<file path="src/rtl/memio_read_unit.sv">
// rtl/memio_read_unit.sv - load-side reader: memory / switch-port decode, multi-cycle read, lane extract and extend
module memio_read_unit #(
    parameter int          MEM_LAT = 1,
    parameter logic [31:0] IO_BASE = 32'hFFFF_FC00,
    parameter int          SW_W    = 16
) (
    input  logic            clk,
    input  logic            rst_n,
    input  logic            rd_req,
    input  logic [31:0]     addr,
    input  logic [2:0]      ld_type,
    input  logic [SW_W-1:0] switch,
    output logic            mem_en,
    output logic [13:0]     mem_addr,
    input  logic [31:0]     mem_rdata,
    output logic [31:0]     r_wdata,
    output logic            rd_valid,
    output logic            busy,
    output logic            misalign
);

    typedef enum logic [2:0] {IDLE, MEM_ISSUE, MEM_WAIT, IO_RD, DONE} state_t;

    // MEM_WAIT lasts cnt+1 cycles, giving MEM_LAT-1 wait cycles in total
    localparam logic [1:0] WAIT_INIT = (MEM_LAT > 1) ? 2'(MEM_LAT - 2) : 2'd0;

    state_t          state, state_nxt;
    logic [1:0]      lane_q, lane_nxt;
    logic [2:0]      type_q, type_nxt;
    logic [1:0]      cnt, cnt_nxt;
    logic [SW_W-1:0] sw_meta, sw_sync;
    logic            mem_en_nxt, rd_valid_nxt, misalign_nxt;
    logic [13:0]     mem_addr_nxt;
    logic [31:0]     r_wdata_nxt, io_word;

    function automatic logic [31:0] extract(input logic [31:0] w, input logic [1:0] lane,
                                            input logic [2:0] t);
        logic [7:0]  b;
        logic [15:0] h;
        b = w[{lane, 3'b000} +: 8];
        h = lane[1] ? w[31:16] : w[15:0];
        case (t)
            3'b000:  return {{24{b[7]}}, b};
            3'b001:  return {{16{h[15]}}, h};
            3'b100:  return {24'd0, b};
            3'b101:  return {16'd0, h};
            default: return w;
        endcase
    endfunction

    function automatic logic is_misaligned(input logic [1:0] lane, input logic [2:0] t);
        case (t)
            3'b000, 3'b100: return 1'b0;
            3'b001, 3'b101: return lane[0];
            default:        return lane != 2'b00;
        endcase
    endfunction

    assign busy = (state == MEM_ISSUE) || (state == MEM_WAIT) || (state == IO_RD);

    always_ff @(posedge clk or negedge rst_n) begin
        if (!rst_n) begin
            state    <= IDLE;
            lane_q   <= 2'b00;
            type_q   <= 3'b000;
            cnt      <= 2'b00;
            sw_meta  <= '0;
            sw_sync  <= '0;
            mem_en   <= 1'b0;
            mem_addr <= 14'd0;
            r_wdata  <= 32'd0;
            rd_valid <= 1'b0;
            misalign <= 1'b0;
        end else begin
            state    <= state_nxt;
            lane_q   <= lane_nxt;
            type_q   <= type_nxt;
            cnt      <= cnt_nxt;
            sw_meta  <= switch;
            sw_sync  <= sw_meta;
            mem_en   <= mem_en_nxt;
            mem_addr <= mem_addr_nxt;
            r_wdata  <= r_wdata_nxt;
            rd_valid <= rd_valid_nxt;
            misalign <= misalign_nxt;
        end
    end

    always_comb begin
        state_nxt    = state;
        lane_nxt     = lane_q;
        type_nxt     = type_q;
        cnt_nxt      = cnt;
        mem_en_nxt   = 1'b0;
        mem_addr_nxt = mem_addr;
        r_wdata_nxt  = r_wdata;
        rd_valid_nxt = 1'b0;
        misalign_nxt = 1'b0;
        io_word      = '0;
        io_word[SW_W-1:0] = sw_sync;

        case (state)
            IDLE, DONE: begin
                state_nxt = IDLE;
                if (rd_req) begin
                    lane_nxt     = addr[1:0];
                    type_nxt     = ld_type;
                    mem_addr_nxt = addr[15:2];
                    if (is_misaligned(addr[1:0], ld_type)) begin
                        state_nxt    = DONE;
                        r_wdata_nxt  = 32'd0;
                        rd_valid_nxt = 1'b1;
                        misalign_nxt = 1'b1;
                    end else if (addr >= IO_BASE) begin
                        state_nxt = IO_RD;
                    end else begin
                        state_nxt  = MEM_ISSUE;
                        mem_en_nxt = 1'b1;
                    end
                end
            end
            MEM_ISSUE: begin
                if (MEM_LAT == 1) begin
                    state_nxt    = DONE;
                    r_wdata_nxt  = extract(mem_rdata, lane_q, type_q);
                    rd_valid_nxt = 1'b1;
                end else begin
                    state_nxt = MEM_WAIT;
                    cnt_nxt   = WAIT_INIT;
                end
            end
            MEM_WAIT: begin
                if (cnt == 2'd0) begin
                    state_nxt    = DONE;
                    r_wdata_nxt  = extract(mem_rdata, lane_q, type_q);
                    rd_valid_nxt = 1'b1;
                end else begin
                    cnt_nxt = cnt - 2'd1;
                end
            end
            IO_RD: begin
                state_nxt    = DONE;
                r_wdata_nxt  = extract(io_word, lane_q, type_q);
                rd_valid_nxt = 1'b1;
            end
            default: state_nxt = IDLE;
        endcase
    end

endmodule

</file>
<file path="config.mk">
export PLATFORM = sky130hd
export DESIGN_NAME = memio_read_unit
export DESIGN_NICKNAME = d
export VERILOG_FILES = /design/src/rtl/memio_read_unit.sv
export SDC_FILE = /design/constraint.sdc
export NUM_CORES = 1
export LEC_CHECK = 0
export BUFFER_PORTS_ARGS = -buffer_cell sky130_fd_sc_hd__buf_2
export CORE_MARGIN = 2
export CORE_UTILIZATION = 46
export DETAILED_ROUTE_END_ITERATION = 16
export HOLD_SLACK_MARGIN = 0.02
export PLACE_DENSITY = 0.83
export SYNTH_ARGS = -nofsm -noshare
export SYNTH_HDL_FRONTEND = slang
export SYNTH_SLANG_ARGS = --single-unit
</file>
<file path="constraint.sdc">
create_clock -name clk -period 3.55 [get_ports clk]
set_input_delay 0.71 -clock clk [delete_from_list [all_inputs] [get_ports clk]]
set_output_delay 0.71 -clock clk [all_outputs]
set_load 0.01 [all_outputs]
</file>
After elaboration in Yosys (flattened, before gate mapping)

Index checks and enable logic that the tools add are counted.

Flip-flop bits (word level): 91
Input bits: 86
Output and inout port bits: 50
Logic and storage cells: 69

$add $sub $neg: 1
$lt $le $gt $ge: 1
Eq/ne operators: 13
Shifts and indexed selects: 2
Muxes and demuxes: 25
Bitwise operators: 1
Reductions and logical operators: 15

Operators by type and width:

| cell                                                | count |
|---|---|
| one-hot mux 32 bit (4 select lines)                 | 3 |
| two-way mux 32 bit                                  | 3 |
| indexed part select 32 x 6 -> 8 bit                 | 2 |
| >= comparator 32 bit, second input constant         | 1 |
| two-way mux 16 bit                                  | 2 |
| equality test 3 bit, second input constant          | 5 |
| two-way mux 1 bit                                   | 10 |
| equality test 3 x 1 -> 1 bit, second input constant | 3 |
| logical NOT 3 bit                                   | 3 |
| two-way mux 3 bit                                   | 3 |
| one-hot mux 3 bit (3 select lines)                  | 1 |
| OR reduction 2 bit                                  | 4 |
| equality test 3 x 2 -> 1 bit, second input constant | 2 |
| != test 2 bit, second input constant                | 2 |
| AND reduction 2 bit                                 | 2 |
| AND reduction 4 bit                                 | 1 |
| nonzero test 4 bit                                  | 1 |
| one-hot mux 1 bit (3 select lines)                  | 1 |
| logical NOT 2 bit                                   | 1 |
| logical OR 1 bit                                    | 2 |
| two-way mux 2 bit                                   | 1 |
| != test 2 x 1 -> 1 bit, second input constant       | 1 |
| one-hot mux 1 bit (2 select lines)                  | 1 |
| nonzero test 2 bit                                  | 1 |
| other kinds (2)                                     | 2 |

Longest topological paths before layout

Gate-level depths: netlist of the first run.

Depth in word-level cells: 8
Depth in mapped cells: 8
Gate-level depth less buffers: 6

Worst setup path after synthesis of the first run

OpenSTA, ideal clock, no wires.

Path kind: input port to flip-flop
From: input port rd_req
To: register r_wdata[16]
Library setup time: 0.126 ns
Data arrival time: 1.997 ns
Data required time: 3.424 ns
Setup slack: 1.427 ns
Stages: 5
Buffers on the path: 2
Cells stage by stage: or3b_1 o32a_1 buf_2 buf_6 a221o_1

Cells in the longest elaborated chain, start to end: 2

RTL lines:

| element                              | RTL line | source |
|---|---|---|
| from (decl)                          | 9        | `input logic rd_req,` |
| != test 2 bit (no source line)       | -        |  |
| AND reduction 4 bit (no source line) | -        |  |
| to (signal assigned)                 | 83       | `r_wdata <= r_wdata_nxt;` |
| to (decl)                            | 16       | `output logic [31:0] r_wdata,` |

No other way between the ends.
A chain may end at the register's enable or synchronous reset.

Worst setup path after layout of the first run

From: register type_q[0]
To: register r_wdata[18]

Cells in the longest elaborated chain, start to end: 4
Elaborated cells on any way between the ends: 8
Classes of those cells: eq/ne (3); mux (4); reduce/logical (1)

RTL lines:

| element                                           | RTL line | source |
|---|---|---|
| from (decl)                                       | 29       | `logic [2:0] type_q, type_nxt;` |
| from (signal assigned)                            | 77       | `type_q <= type_nxt;` |
| equality test 3 bit, or another cell as far along | 42       | `case (t)` |
| one-hot mux 32 bit (4 select lines)               | 42       |  |
| two-way mux 32 bit                                | 133      | `if (cnt == 2'd0) begin` |
| one-hot mux 32 bit (4 select lines) *             | 102      | `case (state)` |

Mark *: on every way between the ends. The rest lies on a longest branch, timed or not. The select of a mux whose other input is x is not followed.

==> flow_metrics.py, run 1 <==
metrics = {
    "layout": {
        "instances_no_fill": 632,
        "fin_nets": 606,
        "layout-drive-gt1-share_pct": 32.1,
        "diodes": 0,
        "fillers": 756,
        "synthToLayoutAreaGrowth_pct": 22.1,
    },
    "placement": {
        "dp_hpwl_um": 7700,
        "dp.cells": 616,
        "dpl_worst_slack_ns": 0.797,
        "gp_congestion": 0.788,
        "portBuffers": 135,
    },
    "timing": {
        "rsz0062_at_grt": "false",
        "worst_slew_pin_slew_ns": 1.16,
        "fin_skew_ns": 0.0142,
        "finalSetupTns_ns": 0,
        "timing.max_slew.rel_slack_pct": 22.8,
        "period_needed_ns": 2.66,
        "slew_violations": 0,
        "timing.fmax_ghz": 0.375,
        "setup-violations-final": 0,
        "hold_violations": 0,
        "postLayoutSetupSlackWorst_ns": 0.886,
        "finalCritPeriodShare_pct": 75.0,
    },
    "power_and_ir_drop": {
        "power.leakage_nw": 2.67,
        "p_sw_share_pct": 31.2,
        "clkPwrFrac_pct": 27.3,
        "p_comb_share_pct": 24.4,
        "seqPwrFrac_pct": 48.3,
        "ir_drop_uv": 276,
        "pwr_density_cell_nw_per_um2": 503,
        "p_sw_mw": 0.807,
        "p_int_mw": 1.78,
    },
    "yosys": {
        "syn_area_per_cell_um2": 10.7,
        "synth_warnings": 0,
        "synth_top_area_share_pct": 54.1,
        "synth-edff-count": 0,
        "synth.area.top_cells": "dfrtp_1 54%, nand2_1 6.5%, a221o_1 5.5%, mux2i_1 3.8%, a21o_1 2.9%",
        "ys_seq_elements": 91,
        "syn-cell-area_um2": 4210,
        "synthFlopType": "dfrtp_1",
        "synth_cell_types": 48,
        "syn_nets": 482,
        "synthArstFlopShare_pct": 100,
        "synth_cells": 395,
        "ys_seq_area_share_pct": 54.1,
        "yosysTopAreaCell": "dfrtp_1",
    },
    "worst_setup_path": {
        "required_ns": 3.84,
        "critPathCaptureType": "flop",
        "arrival_ns": 2.95,
        "cp_max_fo": 18,
        "regToRegStartpoint": "type_q[0]",
        "cp-startpoint": "type_q[0]",
        "crit_type": "reg2reg",
        "startpoint_type": "flop",
    },
    "clock_network": {
        "clock_latency_ns": 0.36,
        "cts_max_level": 3,
        "cts_hold_buf": 0,
        "clock_path_buffers": 2,
        "root_buffer": "clkbuf_8",
        "cts.sinks": 91,
        "clk_pin_slew_worst_paths_ns": 0.08,
        "post_cts_resized": 0,
        "cts_tree": "yes",
        "post-cts-setup-buffer-count": 0,
        "cts_buffers": 9,
    },
    "detailed_routing": {
        "wl_per_cell_um": 16.9,
        "vias": 3580,
        "drt_iter0_drc": 252,
        "drc": 0,
        "routed_wirelength_um": 10700,
        "dr.pass1.iters": 5,
        "final_antenna_net_count": 0,
        "avgViaCountPerCell": 5.66,
    },
    "floorplan": {
        "num_io_pins": 136,
        "die_h_um": 99.6,
        "core_um2": 8810,
        "die_area_um2": 9930,
        "rows": 34,
        "die_width_um": 99.6,
        "start_util_pct": 47.8,
    },
    "run_status": {
        "status": "completed",
    },
    "run": {
        "maxCapViolations": 0,
    },
    "grt": {
        "grt_max_degree": 65,
        "antenna_found_initial": 1,
        "grt_pass1_wl_um": 17500,
        "grt_use_total_pct": 22.3,
        "gr-total-overflow": 0,
        "grt_pass1_vias": 3658,
    },
    "min_path": {
        "hp-class": "in2async",
    },
}
## stage by stage
| stage | total power [mW] | hold WS [ns] | instance area (um2) | util [%] |
|---|---|---|---|---|
| after floorplan | 1.63 | 0.331 | 4210 | - |
| after global placement | 1.87 | 0.337 | 4940 | 56.1 |
| after detailed placement | 1.90 | 0.338 | 4940 | 56.1 |
| after CTS | 2.60 | 0.296 | 5140 | 58.3 |
| after global routing | 2.73 | 0.311 | 5140 | 58.3 |
| final | 2.58 | 0.292 | 5140 | 58.3 |
## cell usage after synthesis, drive strengths merged (2+ instances only)
| master | number |
|---|---|
| dfrtp | 91 |
| nand2 | 73 |
| a221o | 23 |
| clkbuf | 21 |
| o21ai | 18 |
| a21o | 17 |
| nor2b | 17 |
| mux2i | 16 |
| a21oi | 14 |
| buf | 10 |
| and3b | 8 |
| nand3 | 8 |
| o211ai | 8 |
| a22o | 7 |
| a22oi | 7 |
| o221ai | 7 |
| inv | 6 |
| nand4 | 6 |
| nor2 | 6 |
| nand3b | 3 |
| and2 | 2 |
| nand2b | 2 |
| o221a | 2 |
| or2 | 2 |
| or3 | 2 |
## sequential cells by signal, indices dropped and copies added, names as in the netlist, 2 cells and up
name / cells
sw_meta: 16
r_wdata: 32
sw_sync: 16
cnt: 2
lane_q: 2
mem_addr: 14
type_q: 3
state: 3
## cell usage in the layout, fill, tap and decap left out, types with 8 or more instances in the layout
master    count
buf_2       134
dfrtp_1      90
nand2_1      73
a221o_1      23
o21ai_0      18
nor2b_1      17
mux2i_1      16
a21o_1       16
a21oi_1      13
buf_4        10
clkbuf_8      9
and3b_1       8
nand3_1       8
o211ai_1      8
## critical path: stages (launching register included)
cell and delay, ns:
dfrtp_1 0.69, nor2b_1 0.54, nand2_1 0.18, a2111oi_4 0.95
a221o_1 0.22
## routing by layer
layer / up-vias / track usage [%] / wire, um
li1: 1676 / - / -
met1: 1738 / 29.8 / 4600
met2: 157 / 35.6 / 5050
met3: 9 / 6.04 / 890
met4: 0 / 7.38 / 137
met5: - / 0 / 0
## power by group through the flow
| stage | Clock (mW) | Sequential, mW | Combinational (mW) |
|---|---|---|---|
| 2_1_floorplan | 0 | 1.29 | 0.345 |
| 3_3_place_gp | 0 | 1.26 | 0.608 |
| 3_5_place_dp | 0 | 1.26 | 0.632 |
| 4_1_cts | 0.720 | 1.25 | 0.632 |
| 5_1_grt | 0.770 | 1.26 | 0.696 |
| 6_report | 0.706 | 1.25 | 0.631 |
## kinds of logic after synthesis
group	Yosys count	synth area share [%]
buffers and inverters	38	4.28
xor gates and xnor gates	1	0.208
AOI/OAI and AO/OA	111	20.7
adders and majority gates	1	0.297
muxes	17	4.34
and+or+nand+nor	136	16.1
DFF	91	54.1
## final timing paths
check                      slack (ns)  cells after the start           to
setup / recovery                 0.89                      4  r_wdata[18]
hold / removal                   0.29                      1  r_wdata[25]
setup reg to reg                 0.89                      4  r_wdata[18]
hold reg to reg                  0.35                      0  sw_sync[12]
max in group asynchronous        2.44                      2   sw_sync[2]
min in group clk                 0.35                      0  sw_sync[12]
## final cells by class
type / count / area (um2) / area share [%]
clock buffers: 10 / 128 / 2.48
clock inverters: 6 / 72.6 / 1.41
multi-input cells: 266 / 1750 / 34.1
well taps: 108 / 135 / 2.63
inverters: 7 / 26.3 / 0.512
flip-flops and latches: 91 / 2280 / 44.4
repair buffers: 144 / 746 / 14.5
Power figures use the tool's default switching activity.
==> inputs of run 2 (changes only) <==
--- a/config.mk
+++ b/config.mk
@@ -5,6 +5,7 @@
 export SDC_FILE = /design/constraint.sdc
 export NUM_CORES = 1
 export LEC_CHECK = 0
+export ABC_AREA = 1
 export BUFFER_PORTS_ARGS = -buffer_cell sky130_fd_sc_hd__buf_2
 export CORE_MARGIN = 2
 export CORE_UTILIZATION = 46
==> constraint.sdc (replaced) <==
create_clock -name clk -period 2.5 [get_ports clk]
set_input_delay 0.5 -clock clk [delete_from_list [all_inputs] [get_ports clk]]
set_output_delay 0.5 -clock clk [all_outputs]
set_load 0.01 [all_outputs]
==> flow_metrics.py, run 2 <==
metrics = {
    "run_status": {
        "status": "completed",
    },
    "detailed_routing": {
        "avgViaCountPerCell": 5.08,
        "wl_per_cell_um": 13.8,
        "wl_met3_um": 633,
        "routed_wirelength_um": 10600,
        "top_layer": "met4",
        "drt_iter0_drc": 195,
        "drt-met1-wl_um": 4670,
        "vias": 3906,
        "dr.pass1.iters": 5,
        "dr_wl_met2_um": 4950,
        "drc": 0,
        "final_antenna_net_count": 0,
    },
    "yosys": {
        "synthXorXnorAreaFrac_pct": 0.209,
        "synthFlopType": "dfrtp_1",
        "ys_seq_area_share_pct": 54.3,
        "ys_top_cells_by_count": "243 x nand2_1, 91 x dfrtp_1, 48 x o21ai_0",
        "syn_area_per_cell_um2": 8.00,
        "synth-edff-count": 0,
        "synth_mux_area_share_pct": 0,
        "synth_top_family_by_area": "simple AND/OR/NAND/NOR gates",
        "synth_cells": 524,
        "synth_top_area_share_pct": 54.3,
        "synth_cell_types": 32,
        "synth_warnings": 0,
        "syn-cell-area_um2": 4190,
        "synthAdderAreaFrac_pct": 0.299,
        "yosysTopAreaCell": "dfrtp_1",
        "synth.area.top_cells": "dfrtp_1 54%, nand2_1 22%, o21ai_0 5.7%, inv_1 2.3%, o21ai_1 1.9%",
        "syn_nets": 611,
        "synth-compound-area-share_pct": 12.3,
        "synth_simple_gate_area_share_pct": 27.3,
        "ys_seq_elements": 91,
        "yosysMostFrequentCell": "nand2_1",
        "synthArstFlopShare_pct": 100,
    },
    "placement": {
        "dp_hpwl_um": 8070,
        "placed_cell_area_um2": 4960,
        "gp_congestion": 0.937,
        "portBuffers": 135,
    },
    "clock_network": {
        "cts_tree": "yes",
        "cts_buffers": 9,
        "clock_path_buffers": 2,
        "clk_pin_slew_worst_paths_ns": 0.09,
        "cts_max_level": 3,
        "clock_latency_ns": 0.36,
        "root_buffer": "clkbuf_8",
        "cts.sinks": 91,
    },
    "worst_setup_path": {
        "required_ns": 2.75,
        "cp_slowest_cell": "dfrtp_1",
        "cpLargestDelayFamily": "simple AND/OR/NAND/NOR gates",
        "critPathCaptureType": "flop",
        "regToRegStartpoint": "lane_q[1]",
        "cp_max_fo": 16,
        "max_stage_delay_ns": 0.66,
        "cpMostUsedCell": "nand2_1",
        "arrival_ns": 2.30,
        "startpoint_type": "flop",
        "crit_buf_inv": 1,
        "crit_chain": "inv_2 > nand2_1 > nand3_1 > nand3_2 > nand2_2 > nor2_4 > o21ai_0 > nand2_1 > nand2_1",
        "cp-startpoint": "lane_q[1]",
        "crit_type": "reg2reg",
    },
    "timing": {
        "slew_violations": 0,
        "hold_ws_ns": 0.0583,
        "hold_violations": 0,
        "period_needed_ns": 2.05,
        "finalSetupTns_ns": 0,
        "timing.max_slew.rel_slack_pct": 65.7,
        "setup-violations-final": 0,
        "finalCritPeriodShare_pct": 81.9,
        "fin_skew_ns": 0.0149,
        "rsz0062_at_grt": "false",
        "timing.fmax_ghz": 0.488,
        "worst_slew_pin_slew_ns": 0.514,
    },
    "layout": {
        "largest_reg_flops": 32,
        "fin_nets": 743,
        "fin_area_um2": 5220,
        "fillers": 788,
        "layout_commonest_cell": "nand2_1",
        "reg_top3": "r_wdata x32, sw_meta x16, sw_sync x16",
        "diodes": 0,
        "layout-drive-gt1-share_pct": 27.2,
        "synthToLayoutAreaGrowth_pct": 24.5,
        "final_cell_mix": "243 x nand2_1, 134 x buf_2, 91 x dfrtp_1, 48 x o21ai_0, 26 x inv_1",
        "utilization_pct": 59.5,
        "top_register": "r_wdata",
    },
    "grt": {
        "grt_pass1_wl_um": 17700,
        "grt_max_degree": 34,
        "grt_use_total_pct": 22.4,
        "gr-total-overflow": 0,
        "grt_pass1_vias": 3791,
        "antenna_found_initial": 0,
    },
    "floorplan": {
        "die_area_um2": 9890,
        "num_io_pins": 136,
        "die_width_um": 99.5,
        "start_util_pct": 47.8,
        "die_h_um": 99.5,
        "rows": 34,
        "core_um2": 8760,
    },
    "run": {
        "maxCapViolations": 0,
    },
    "power_and_ir_drop": {
        "ir_drop_uv": 374,
        "pwr_density_cell_nw_per_um2": 686,
        "power.leakage_nw": 2.91,
    },
    "min_path": {
        "hp-class": "in2async",
    },
}
==> run 2: final cells by class <==
class / count / area, um2 / area share, %
clock buffer: 10 / 138 / 2.64
clock inverter: 6 / 119 / 2.28
inverter: 32 / 120 / 2.30
multi-input combinational: 378 / 1680 / 32.3
sequential: 91 / 2280 / 43.6
tap: 108 / 135 / 2.59
timing repair buffer: 144 / 746 / 14.3
==> run 2: final timing paths <==
path | cells after the start | endpoint | slack [ns]
setup / recovery | 9 | r_wdata[17] | 0.45
hold / removal | 1 | mem_en | 0.06
setup reg to reg | 9 | r_wdata[17] | 0.45
hold reg to reg | 0 | sw_sync[6] | 0.35
max in group asynchronous | 2 | sw_sync[3] | 1.74
min in group clk | 1 | sw_meta[1] | 0.25
==> run 2: stage by stage <==
stage	setup slack (ns)	power, mW	std cells
after floorplan	0.997	2.09	524
after global placement	0.374	2.35	753
after detailed placement	0.304	2.37	753
after CTS	0.279	3.61	769
after global routing	0.234	3.78	769
final	0.452	3.58	769
==> run 2: logic make-up (layout without fill, tap and decap cells) <==
family | after synthesis | after routing
flip-flops | 91 | 91
XOR/XNOR | 1 | 1
AO/OA/AOI/OAI | 90 | 90
buffers and inverters | 55 | 192
adder cells (fa/ha/maj) | 1 | 1
AND/OR/NAND/NOR | 286 | 286
==> run 2: worst reg2reg max path, cell delays in order, from the launching register on <==
cell and delay (ns):
dfrtp_1 0.66, inv_2 0.20, nand2_1 0.12, nand3_1 0.10, nand3_2 0.18, nand2_2 0.11, nor2_4 0.33, o21ai_0 0.14
nand2_1 0.07, nand2_1 0.05
==> run 2: layer usage <==
metal  track usage (%)  vias up
li1                  -     1924
met1              29.9     1807
met2              35.8      144
met3              3.94       31
met4              10.3        0
met5                 0        -
==> run 2: what timing repair did <==
action,CTS,global route
hold buffers,0,0
resized for setup,0,1
setup buffers,0,0
setup endpoints to repair,0,2
==> run 2: where the power goes <==
group	total (mW)	leakage [nW]	switching (mW)	internal (mW)
clock network	1.24	0.129	0.533	0.704
registers	1.67	1.15	0.0808	1.59
logic	0.673	1.63	0.430	0.243
